<file path="src/rtl/ps_pkg.sv">
// Shared helpers for the pulse-swallow P/S word generator:
// width derivation, N split and Sigma-Delta sign extension.
package ps_pkg;

    typedef struct packed {
        logic [31:0] p;
        logic [31:0] s;
    } ps_split_t;

    function automatic int calc_n_width(input int p_w, input int s_w);
        return p_w + s_w;
    endfunction

    // P is the prescaler-cycle count (upper bits), S the swallow count (low bits)
    function automatic ps_split_t split_n(input logic [31:0] n, input int s_w);
        ps_split_t r;
        r.p = n >> s_w;
        r.s = n & ((32'd1 << s_w) - 32'd1);
        return r;
    endfunction

    function automatic logic signed [31:0] sext_ds(input logic [31:0] v, input int w);
        logic signed [31:0] t;
        t = $signed(v << (32 - w));
        return t >>> (32 - w);
    endfunction

endpackage

</file>
<file path="src/rtl/ps_word_gen_clamp.sv">
// Combinational signed ratio + offset add, clamp to [N_MIN, N_MAX], and clamp flag.
module ps_clamp
    import ps_pkg::*;
#(
    parameter int N_WIDTH  = 8,
    parameter int DS_WIDTH = 4,
    parameter int N_MIN    = 56,
    parameter int N_MAX    = 255
) (
    input  logic [N_WIDTH-1:0]  ratio,
    input  logic [DS_WIDTH-1:0] ds,
    output logic [N_WIDTH-1:0]  n,
    output logic                sat
);

    localparam int SW = N_WIDTH + 2;
    localparam logic signed [SW-1:0] MIN_S = SW'(N_MIN);
    localparam logic signed [SW-1:0] MAX_S = SW'(N_MAX);

    logic signed [31:0]   ds_ext;
    logic signed [SW-1:0] sum;
    logic                 lo;
    logic                 hi;
    logic                 unused_ext;

    // Two guard bits keep the sum signed and wrap-free at both 0 and 2**N_WIDTH
    always_comb begin
        ds_ext     = sext_ds(32'(ds), DS_WIDTH);
        unused_ext = ^ds_ext[31:SW];
        sum        = $signed({2'b00, ratio}) + $signed(ds_ext[SW-1:0]);
        lo         = sum < MIN_S;
        hi         = sum > MAX_S;
        sat        = lo | hi;
        n          = sum[N_WIDTH-1:0];
        if (lo) n = N_WIDTH'(N_MIN);
        else if (hi) n = N_WIDTH'(N_MAX);
    end

endmodule

</file>
<file path="src/rtl/ps_word_gen.sv">
// Frame-synchronous P/S word generator: double-buffered integer ratio, 2-stage
// pipeline from ld to ps_valid, clamp flags.
module ps_word_gen
    import ps_pkg::*;
#(
    parameter  int P_WIDTH  = 5,
    parameter  int S_WIDTH  = 3,
    parameter  int DS_WIDTH = 4,
    parameter  int N_MIN    = 56,
    parameter  int N_MAX    = 255,
    parameter  int N_RESET  = 64,
    localparam int N_WIDTH  = calc_n_width(P_WIDTH, S_WIDTH)
) (
    input  logic                clk,
    input  logic                rst_n,
    input  logic [N_WIDTH-1:0]  int_in,
    input  logic                int_wr,
    input  logic [DS_WIDTH-1:0] ds_in,
    input  logic                ds_en,
    input  logic                ld,
    output logic                ds_ack,
    output logic [P_WIDTH-1:0]  Pi,
    output logic [S_WIDTH-1:0]  Si,
    output logic [N_WIDTH-1:0]  n_out,
    output logic                ps_valid,
    output logic                sat,
    output logic                sat_sticky,
    input  logic                clr_err
);

    if (!(N_MIN <= N_RESET && N_RESET <= N_MAX && N_MAX < (1 << N_WIDTH))) begin : g_chk
        $error("ps_word_gen: require N_MIN <= N_RESET <= N_MAX < 2**N_WIDTH");
    end

    localparam logic [N_WIDTH-1:0] N_RST = N_WIDTH'(N_RESET);

    logic [N_WIDTH-1:0]  shadow_q, shadow_d;
    logic [N_WIDTH-1:0]  active_q, active_d;
    logic [N_WIDTH-1:0]  ratio_sel;
    logic [DS_WIDTH-1:0] ds_q, ds_d;
    logic [1:0]          vld_q, vld_d;
    logic [N_WIDTH-1:0]  n_q, n_d;
    logic                sat_q, sat_d;
    logic                sticky_q, sticky_d;
    logic [N_WIDTH-1:0]  clamp_n;
    logic                clamp_sat;
    ps_split_t           sp;
    logic                unused_split;

    // Stage 1 is active_q + ds_q; the clamp resolves it into stage 2
    ps_clamp #(
        .N_WIDTH (N_WIDTH),
        .DS_WIDTH(DS_WIDTH),
        .N_MIN   (N_MIN),
        .N_MAX   (N_MAX)
    ) u_clamp (
        .ratio(active_q),
        .ds   (ds_q),
        .n    (clamp_n),
        .sat  (clamp_sat)
    );

    always_comb begin
        ratio_sel = int_wr ? int_in : shadow_q;
        shadow_d  = ratio_sel;
        active_d  = ld ? ratio_sel : active_q;
        ds_d      = ds_q;
        if (ld) ds_d = ds_en ? ds_in : '0;
        vld_d     = {vld_q[0], ld};
        n_d       = vld_q[0] ? clamp_n : n_q;
        sat_d     = vld_q[0] ? clamp_sat : sat_q;
        // Set beats clear when both land on the same edge
        sticky_d  = (vld_q[0] & clamp_sat) | (sticky_q & ~clr_err);
    end

    always_ff @(posedge clk or negedge rst_n) begin
        if (!rst_n) begin
            shadow_q <= N_RST;
            active_q <= N_RST;
            ds_q     <= '0;
            vld_q    <= '0;
            n_q      <= N_RST;
            sat_q    <= 1'b0;
            sticky_q <= 1'b0;
        end else begin
            shadow_q <= shadow_d;
            active_q <= active_d;
            ds_q     <= ds_d;
            vld_q    <= vld_d;
            n_q      <= n_d;
            sat_q    <= sat_d;
            sticky_q <= sticky_d;
        end
    end

    always_comb begin
        sp           = split_n(32'(n_q), S_WIDTH);
        Pi           = sp.p[P_WIDTH-1:0];
        Si           = sp.s[S_WIDTH-1:0];
        unused_split = ^{sp.p[31:P_WIDTH], sp.s[31:S_WIDTH]};
    end

    assign ds_ack     = vld_q[0];
    assign ps_valid   = vld_q[1];
    assign n_out      = n_q;
    assign sat        = sat_q;
    assign sat_sticky = sticky_q;

endmodule
</file>
<file path="config.mk">
export PLATFORM = sky130hd
export DESIGN_NAME = ps_word_gen
export DESIGN_NICKNAME = d
export VERILOG_FILES = /design/src/rtl/ps_pkg.sv /design/src/rtl/ps_word_gen_clamp.sv /design/src/rtl/ps_word_gen.sv
export SDC_FILE = /design/constraint.sdc
export NUM_CORES = 1
export LEC_CHECK = 0
export ABC_CLOCK_PERIOD_IN_PS = 4900
export BUFFER_PORTS_ARGS = -buffer_cell sky130_fd_sc_hd__buf_4
export CORE_MARGIN = 2
export CORE_UTILIZATION = 48
export CTS_CLUSTER_DIAMETER = 40
export CTS_CLUSTER_SIZE = 14
export DETAILED_ROUTE_END_ITERATION = 7
export GPL_ROUTABILITY_DRIVEN = 0
export PLACE_DENSITY = 0.69
export SLEW_MARGIN = 20
export SYNTH_ARGS = -nofsm -noshare
export SYNTH_HDL_FRONTEND = slang
export SYNTH_SLANG_ARGS = --single-unit
</file>
<file path="constraint.sdc">
create_clock -name clk -period 4.9 [get_ports clk]
set_clock_uncertainty 0.05 [all_clocks]
set_input_delay 0.49 -clock clk [delete_from_list [all_inputs] [get_ports clk]]
set_output_delay 0.49 -clock clk [all_outputs]
set_load 0.02 [all_outputs]
</file>
==> results.json, run 1 <==
{
  "synth.lib_cells_used.distinct": 43,
  "placeableCoreArea_um2": 3610,
  "layout_commonest_cell": "buf_4",
  "synth_largest_area_cell": "dfrtp_1",
  "die-width_um": 64.6,
  "cts_hold_buffers": 0,
  "synth_to_layout_area_growth_pct": 18.6,
  "synth_ff_type": "dfrtp_1",
  "layout_worst_path_cycle_share_pct": 54.0,
  "totalNegativeSetupSlack_ns": 0,
  "total_leakage_power_nw": 0.943,
  "cts-root-to-sink-buffers": 2,
  "floorplan.rows": 22,
  "synth_seq_area_share_pct": 45.6,
  "start_util_pct": 49.0,
  "vias": 1255,
  "clock.fmax_ghz": 0.378,
  "synth_largest_type_area_fraction_pct": 41.1,
  "postSynthNetCount": 187,
  "timing.final.hold_violations": 0,
  "cts-buffers-inserted": 5,
  "route.detailed.drc": 0,
  "cp-start-kind": "flop",
  "power.ir.vdd_worst_v": 0.000184,
  "global_route.usage.total_pct": 18.3,
  "first_pass_grt_wire_length_um": 5760,
  "pin_count": 38,
  "tightestPinTransition_ns": 0.474,
  "cp_slowest_stage_delay_ns": 0.51,
  "arrival_ns": 2.74,
  "synth_async_sr_flop_share_pct": 100,
  "drive_above_1_share_pct": 33.2,
  "cts_setup_buffers": 0,
  "dr.first_iter.drc_count": 61,
  "result_of_the_run": "finished, final reports clean",
  "maxSlewViolCount": 0,
  "gr-total-overflow": 0,
  "firstDrtPassIters": 4,
  "max-cap-violations": 0,
  "worstSetupPathType": "reg2reg",
  "chipHeight_um": 64.6,
  "synth.avg_cell_area_um2": 11.1,
  "synth.yosys.warnings": 0,
  "ys_seq_elements": 32,
  "cts_resized": 0,
  "drtAntennaViolNets": 0,
  "reg2reg_depth": 7,
  "worstSkewPairLatency_ns": 0.28,
  "timing.critical_path.cells": "ha_1 -> o211a_1 -> o31a_1 -> o31a_1 -> or4_4 -> a211oi_2 -> o32ai_1",
  "tritoncts_clock_tree": "done",
  "via_per_inst": 5.27,
  "hpwlAfterDp_um": 2440,
  "timing.critical_path.required_ns": 4.99,
  "critical-path-slowest-cell": "dfrtp_1",
  "count_of_flip_flops_with_a_built_in_enable_after_synthesis": 0,
  "synthesized_instance_count": 159,
  "antenna_diode_count": 0,
  "setup.reg_to_reg.worst_slack_ns": 2.25,
  "most-common-layout-cells": "buf_4 (37), dfrtp_1 (29), inv_1 (12)",
  "synthTopCellsByArea": "dfrtp_1 (41%), ha_1 (6.4%), mux2_1 (5.1%)",
  "timing.critical_path.mode_cell": "o31a_1",
  "max_slew_margin_vs_limit_pct": 68.3,
  "vias_in_the_first_global_route": 1277,
  "timing.rr.end": "n_out[1]$_DFFE_PN0P_",
  "clk_pin_slew_worst_paths_ns": 0.06,
  "worstSetupEndpointType": "flop",
  "total_routed_wirelength_um": 3140,
  "grt_setup_unrepaired": "false",
  "cts.htree.levels": 2,
  "cts.sink_count": 32,
  "final.hold.worst_slack_ns": 0.0793,
  "antenna_found_initial": 0,
  "cell_at_the_root_of_the_clock_tree": "clkbuf_8",
  "worstReg2RegStart": "ds_q[3]$_DFFE_PN0P_",
  "critical_path.max_fanout": 11,
  "detail_route.wl_per_cell_um": 13.2,
  "finalCriticalPeriod_ns": 2.65,
  "count_of_buffers_inserted_at_the_top_level_ports": 37,
  "syn-cell-area_um2": 1770,
  "worst_hold_path_type": "in2async",
  "setup_viol": 0,
  "pwr_density_cell_nw_per_um2": 414,
  "die_area_um2": 4180,
  "final_net_count": 218,
  "grt_max_degree": 33
}
per-layer routing:
| layer | global-route usage (%) | wire length [um] |
|---|---|---|
| met2 | 29.6 | 1490 |
| met4 | 12.0 | 88 |
| met5 | 0 | 0 |
| met3 | 3.65 | 164 |
| met1 | 22.2 | 1390 |
worst max-delay path by stage:
| stage | to | from | slack [ns] |
|---|---|---|---|
| 2_1_floorplan | n_out[0]$_DFFE_PN0P_ | ds_q[3]$_DFFE_PN0P_ | 2.47 |
| 3_3_place_gp | n_out[4]$_DFFE_PN0P_ | ds_q[3]$_DFFE_PN0P_ | 2.34 |
| 3_5_place_dp | n_out[1]$_DFFE_PN0P_ | ds_q[3]$_DFFE_PN0P_ | 2.27 |
| 4_1_cts | n_out[1]$_DFFE_PN0P_ | ds_q[3]$_DFFE_PN0P_ | 2.26 |
| 5_1_grt | n_out[1]$_DFFE_PN0P_ | active_q[0]$_DFFE_PN0P_ | 2.04 |
| 6_report | n_out[1]$_DFFE_PN0P_ | ds_q[3]$_DFFE_PN0P_ | 2.25 |
logic make-up after synthesis:
kind of cell | share of synthesized area (%)
muxes | 8.93
xor gates and xnor gates | 3.97
buffers and inverters | 7.44
adders and majority gates | 7.51
DFF | 45.6
and+or+nand+nor | 11.8
AOI/OAI and AO/OA | 14.8
per-stage QoR:
stage               cells  utilization (%)  setup slack [ns]  area (um2)  total power [mW]
floorplan             159                -              2.47        1770             0.598
global placement      231             55.9              2.34        2020             0.683
detailed placement    231             55.9              2.27        2020             0.691
CTS                   238             58.1              2.26        2090             0.881
global route          238             58.1              2.04        2090             0.926
finish                238             58.1              2.25        2090             0.867
cells in the mapped netlist, drive strengths merged, types with 2 or more instances:
| master | instances |
|---|---|
| ha | 9 |
| a21oi | 4 |
| o21ai | 8 |
| o211ai | 2 |
| nor2 | 9 |
| o31a | 2 |
| mux2 | 14 |
| dfstp | 3 |
| xnor2 | 7 |
| clkbuf | 4 |
| inv | 12 |
| nor4b | 2 |
| buf | 9 |
| nor3 | 5 |
| or4 | 2 |
| o22ai | 2 |
| o2bb2ai | 2 |
| dfrtp | 29 |
| o32ai | 3 |
| a211oi | 2 |
| nand3 | 4 |
| nand2 | 6 |
| a31oi | 4 |
sequential cells by signal, indices dropped and copies added (netlist names):
signal      flops
active_q        8
ds_q            4
n_out           8
sat             1
sat_sticky      1
shadow_q        8
vld_q           2
critical path, delay by kind of cell, from the launching register on:
family          cells  cell delay (ns)
fa+ha+maj           1             0.42
flops               1             0.51
compound gates      5             1.10
simple gates        1             0.45
power by group:
part / total [mW] / switching [mW] / internal (mW)
Sequential: 0.345 / 0.0316 / 0.314
Clock: 0.183 / 0.0868 / 0.0961
Combinational: 0.339 / 0.183 / 0.156
cell type report:
type,count,area (um2)
Fill cell,314,1510
Clock buffer,6,72.6
Clock inverter,1,5.00
Sequential cell,32,805
Multi-Input combinational cell,102,830
Inverter,12,45.0
Tap cell,48,60.1
Timing Repair Buffer,37,278
Power figures use the tool's default switching activity.
==> run 2, diff against run 1 <==
--- a/config.mk
+++ b/config.mk
@@ -5,7 +5,8 @@
 export SDC_FILE = /design/constraint.sdc
 export NUM_CORES = 1
 export LEC_CHECK = 0
-export ABC_CLOCK_PERIOD_IN_PS = 4900
+export ABC_AREA = 1
+export ABC_CLOCK_PERIOD_IN_PS = 2600
 export BUFFER_PORTS_ARGS = -buffer_cell sky130_fd_sc_hd__buf_4
 export CORE_MARGIN = 2
 export CORE_UTILIZATION = 48
==> constraint.sdc (replaced) <==
create_clock -name clk -period 2.6 [get_ports clk]
set_clock_uncertainty 0.05 [all_clocks]
set_input_delay 0.26 -clock clk [delete_from_list [all_inputs] [get_ports clk]]
set_output_delay 0.26 -clock clk [all_outputs]
set_load 0.02 [all_outputs]
==> run 2 against run 1 <==
Net effect:
- register-to-register slack worse by 1.7 ns
- worst hold slack better by 0.085 ns
- wire length up 2.8%
- combinational power up 90%
- cell area up 3.2%
- worst setup slack worse by 1.7 ns
- first-iteration DRC count down 13%
- sequential cell count unchanged
- via count up 8.3%
- area after synthesis up 2.1%
- sequential share of layout area down 1.2 points
- largest power group unchanged
==> results.json, run 2 <==
{
  "result_of_the_run": "finished, final reports clean",
  "met2_routing_resource_usage_after_global_routing_pct": 30.0,
  "synth_to_layout_area_growth_pct": 19.8,
  "worstSkewPairLatency_ns": 0.28,
  "max_slew_margin_vs_limit_pct": 74.1,
  "synth.yosys.warnings": 0,
  "synthesized_instance_count": 208,
  "arrival_ns": 2.17,
  "synth_most_common_cell": "nand2_1",
  "critical_path.max_fanout": 7,
  "synth_ff_type": "dfrtp_1",
  "placeableCoreArea_um2": 3630,
  "most-common-layout-cells": "nand2_1 (60), buf_4 (37), inv_1 (29), dfrtp_1 (29), nand3_1 (17)",
  "hpwlAfterDp_um": 2490,
  "max-cap-violations": 0,
  "cp-start-kind": "flop",
  "cts.sink_count": 32,
  "multi_input_comb_area_um2": 803,
  "gr-total-overflow": 0,
  "drtAntennaViolNets": 0,
  "count_of_buffers_inserted_at_the_top_level_ports": 37,
  "synthTopCellsByArea": "dfrtp_1 (40%), nand2_1 (12%), mux2_2 (8.7%)",
  "grt_util_met3_pct": 5.65,
  "timing.critical_path.cells": "ha_1 -> inv_1 -> fa_1 -> inv_1 -> nand3_1 -> nand2_1 -> nand2_2 -> nor2_2 -> o21ai_1 -> nand2_4 -> nand3_2 -> nand2_2 -> nand2_1",
  "hold_path_depth": 3,
  "vias_in_the_first_global_route": 1321,
  "cp_slowest_stage_delay_ns": 0.40,
  "final_net_count": 268,
  "via_per_inst": 4.70,
  "worstPathBufferInverterCount": 2,
  "drive_above_1_share_pct": 31.5,
  "worstReg2RegStart": "ds_q[0]$_DFFE_PN0P_",
  "layout.cells.non_filler": 289,
  "synth_largest_type_area_fraction_pct": 40.2,
  "worstSetupEndpointType": "flop",
  "die-width_um": 65.3,
  "cp-startpoint": "ds_q[0]$_DFFE_PN0P_",
  "route.detailed.drc": 0,
  "count_of_flip_flops_with_a_built_in_enable_after_synthesis": 0,
  "grt_max_degree": 33,
  "cts_setup_buffers": 0,
  "first_pass_grt_wire_length_um": 5750,
  "globalRoute.busiestLayer": "met2",
  "antenna_diode_count": 0,
  "tightestPinTransition_ns": 0.389,
  "final.hold.worst_slack_ns": 0.165,
  "cp_num_cells": 13,
  "tritoncts_clock_tree": "done",
  "worst_hold_path_type": "in2reg",
  "synth_seq_area_share_pct": 44.6,
  "layout_worst_path_cycle_share_pct": 78.9,
  "hold_path_startpoint": "ds_in[2]",
  "setup_viol": 0,
  "synth.lib_cells_used.distinct": 22,
  "total_leakage_power_nw": 1.17,
  "chipHeight_um": 65.3,
  "syn-cell-area_um2": 1800,
  "finalCriticalPeriod_ns": 2.05,
  "detail_route.wl_per_cell_um": 11.2,
  "power.ir.vdd_worst_v": 0.000454,
  "sequential_cell_area_in_the_final_layout_um2": 805,
  "grt_use_met1_pct": 21.5,
  "critical-path-slowest-cell": "fa_1",
  "clock.fmax_ghz": 0.488,
  "vias": 1359,
  "layout.filler_cells": 350,
  "worstSetupPathType": "reg2reg",
  "floorplan.rows": 22,
  "cts-buffers-inserted": 5,
  "ys_seq_elements": 32,
  "reg2reg_depth": 13,
  "pin_count": 38,
  "post-place-cells": 280,
  "total_routed_wirelength_um": 3220,
  "synth_largest_area_cell": "dfrtp_1",
  "timing.final.hold_violations": 0,
  "antenna_found_initial": 0,
  "die_area_um2": 4260,
  "layout_commonest_cell": "nand2_1",
  "totalNegativeSetupSlack_ns": 0,
  "cts.htree.levels": 2,
  "start_util_pct": 49.6,
  "firstDrtPassIters": 4,
  "pwr_density_cell_nw_per_um2": 776,
  "cts-root-to-sink-buffers": 2,
  "maxSlewViolCount": 0,
  "cell_at_the_root_of_the_clock_tree": "clkbuf_8",
  "clk_pin_slew_worst_paths_ns": 0.07,
  "global_route.usage.total_pct": 17.7,
  "synth.avg_cell_area_um2": 8.67,
  "crit_family": "simple AND/OR/NAND/NOR gates",
  "synth.top_cells.by_count": "nand2_1 (60), dfrtp_1 (29), inv_1 (29), nand3_1 (17), mux2_2 (14)",
  "grt_setup_unrepaired": "false",
  "synth_async_sr_flop_share_pct": 100,
  "dr.first_iter.drc_count": 53,
  "timing.critical_path.required_ns": 2.72,
  "postSynthNetCount": 236
}
==> run 2: worst reg2reg max path: cells and delay by family, from the launching register on <==
kind            cells  cell delay, ns
compound gates      1            0.11
fa+ha+maj           2            0.56
buf+inv             2            0.13
flops               1            0.35
simple gates        8            0.72
==> run 2: per-layer routing <==
metal / share of wire (%) / vias up
li1: - / 710
met1: 47 / 608
met2: 47 / 36
met3: 5.1 / 5
met4: 1.1 / 0
met5: 0 / -
==> run 2: power by group <==
| group | switching [mW] | leakage, nW | internal [mW] |
|---|---|---|---|
| logic | 0.376 | 0.744 | 0.268 |
| clock network | 0.174 | 0.0510 | 0.211 |
| registers | 0.0560 | 0.379 | 0.592 |
==> run 2: timing repair <==
action / 4_1_cts / 5_1_grt
hold endpoints to repair: 29 / 0
hold buffers: 1 / 0
resized for setup: 0 / 0
==> run 2: final timing paths <==
| check | endpoint | slack, ns |
|---|---|---|
| hold / removal | ds_q[2]$_DFFE_PN0P_ | 0.16 |
| max in group asynchronous | shadow_q[6]$_DFF_PN1_ | 1.77 |
| hold reg to reg | n_out[6]$_DFFE_PN1P_ | 0.44 |
| setup reg to reg | sat$_DFFE_PN0P_ | 0.55 |
| min in group asynchronous | active_q[1]$_DFFE_PN0P_ | 0.40 |
| setup / recovery | sat$_DFFE_PN0P_ | 0.55 |
==> run 2: metrics by stage <==
stage / total power, mW / area [um2] / setup WS [ns] / util [%]
after floorplan: 1.12 / 1800 / 0.738 / -
after global placement: 1.29 / 2060 / 0.622 / 56.6
after detailed placement: 1.31 / 2060 / 0.554 / 56.6
after CTS: 1.70 / 2160 / 0.542 / 59.5
after global routing: 1.81 / 2160 / 0.335 / 59.5
final: 1.68 / 2160 / 0.550 / 59.5
==> run 2: final cells by class <==
| class | count | share of cell area (%) |
|---|---|---|
| flip-flops and latches | 32 | 37.2 |
| clock inverters | 2 | 0.463 |
| multi-input cells | 133 | 37.2 |
| repair buffers | 38 | 13.3 |
| well taps | 48 | 2.78 |
| inverters | 30 | 5.21 |
| clock buffers | 6 | 3.82 |
==> run 2: logic make-up after synthesis <==
| group | count (synthesis) | synth area share, % |
|---|---|---|
| xor gates and xnor gates | 1 | 0.486 |
| and+or+nand+nor | 95 | 24.2 |
| muxes | 14 | 8.74 |
| adders and majority gates | 10 | 7.36 |
| DFF | 32 | 44.6 |
| AOI/OAI and AO/OA | 13 | 3.82 |
| buffers and inverters | 43 | 10.8 |
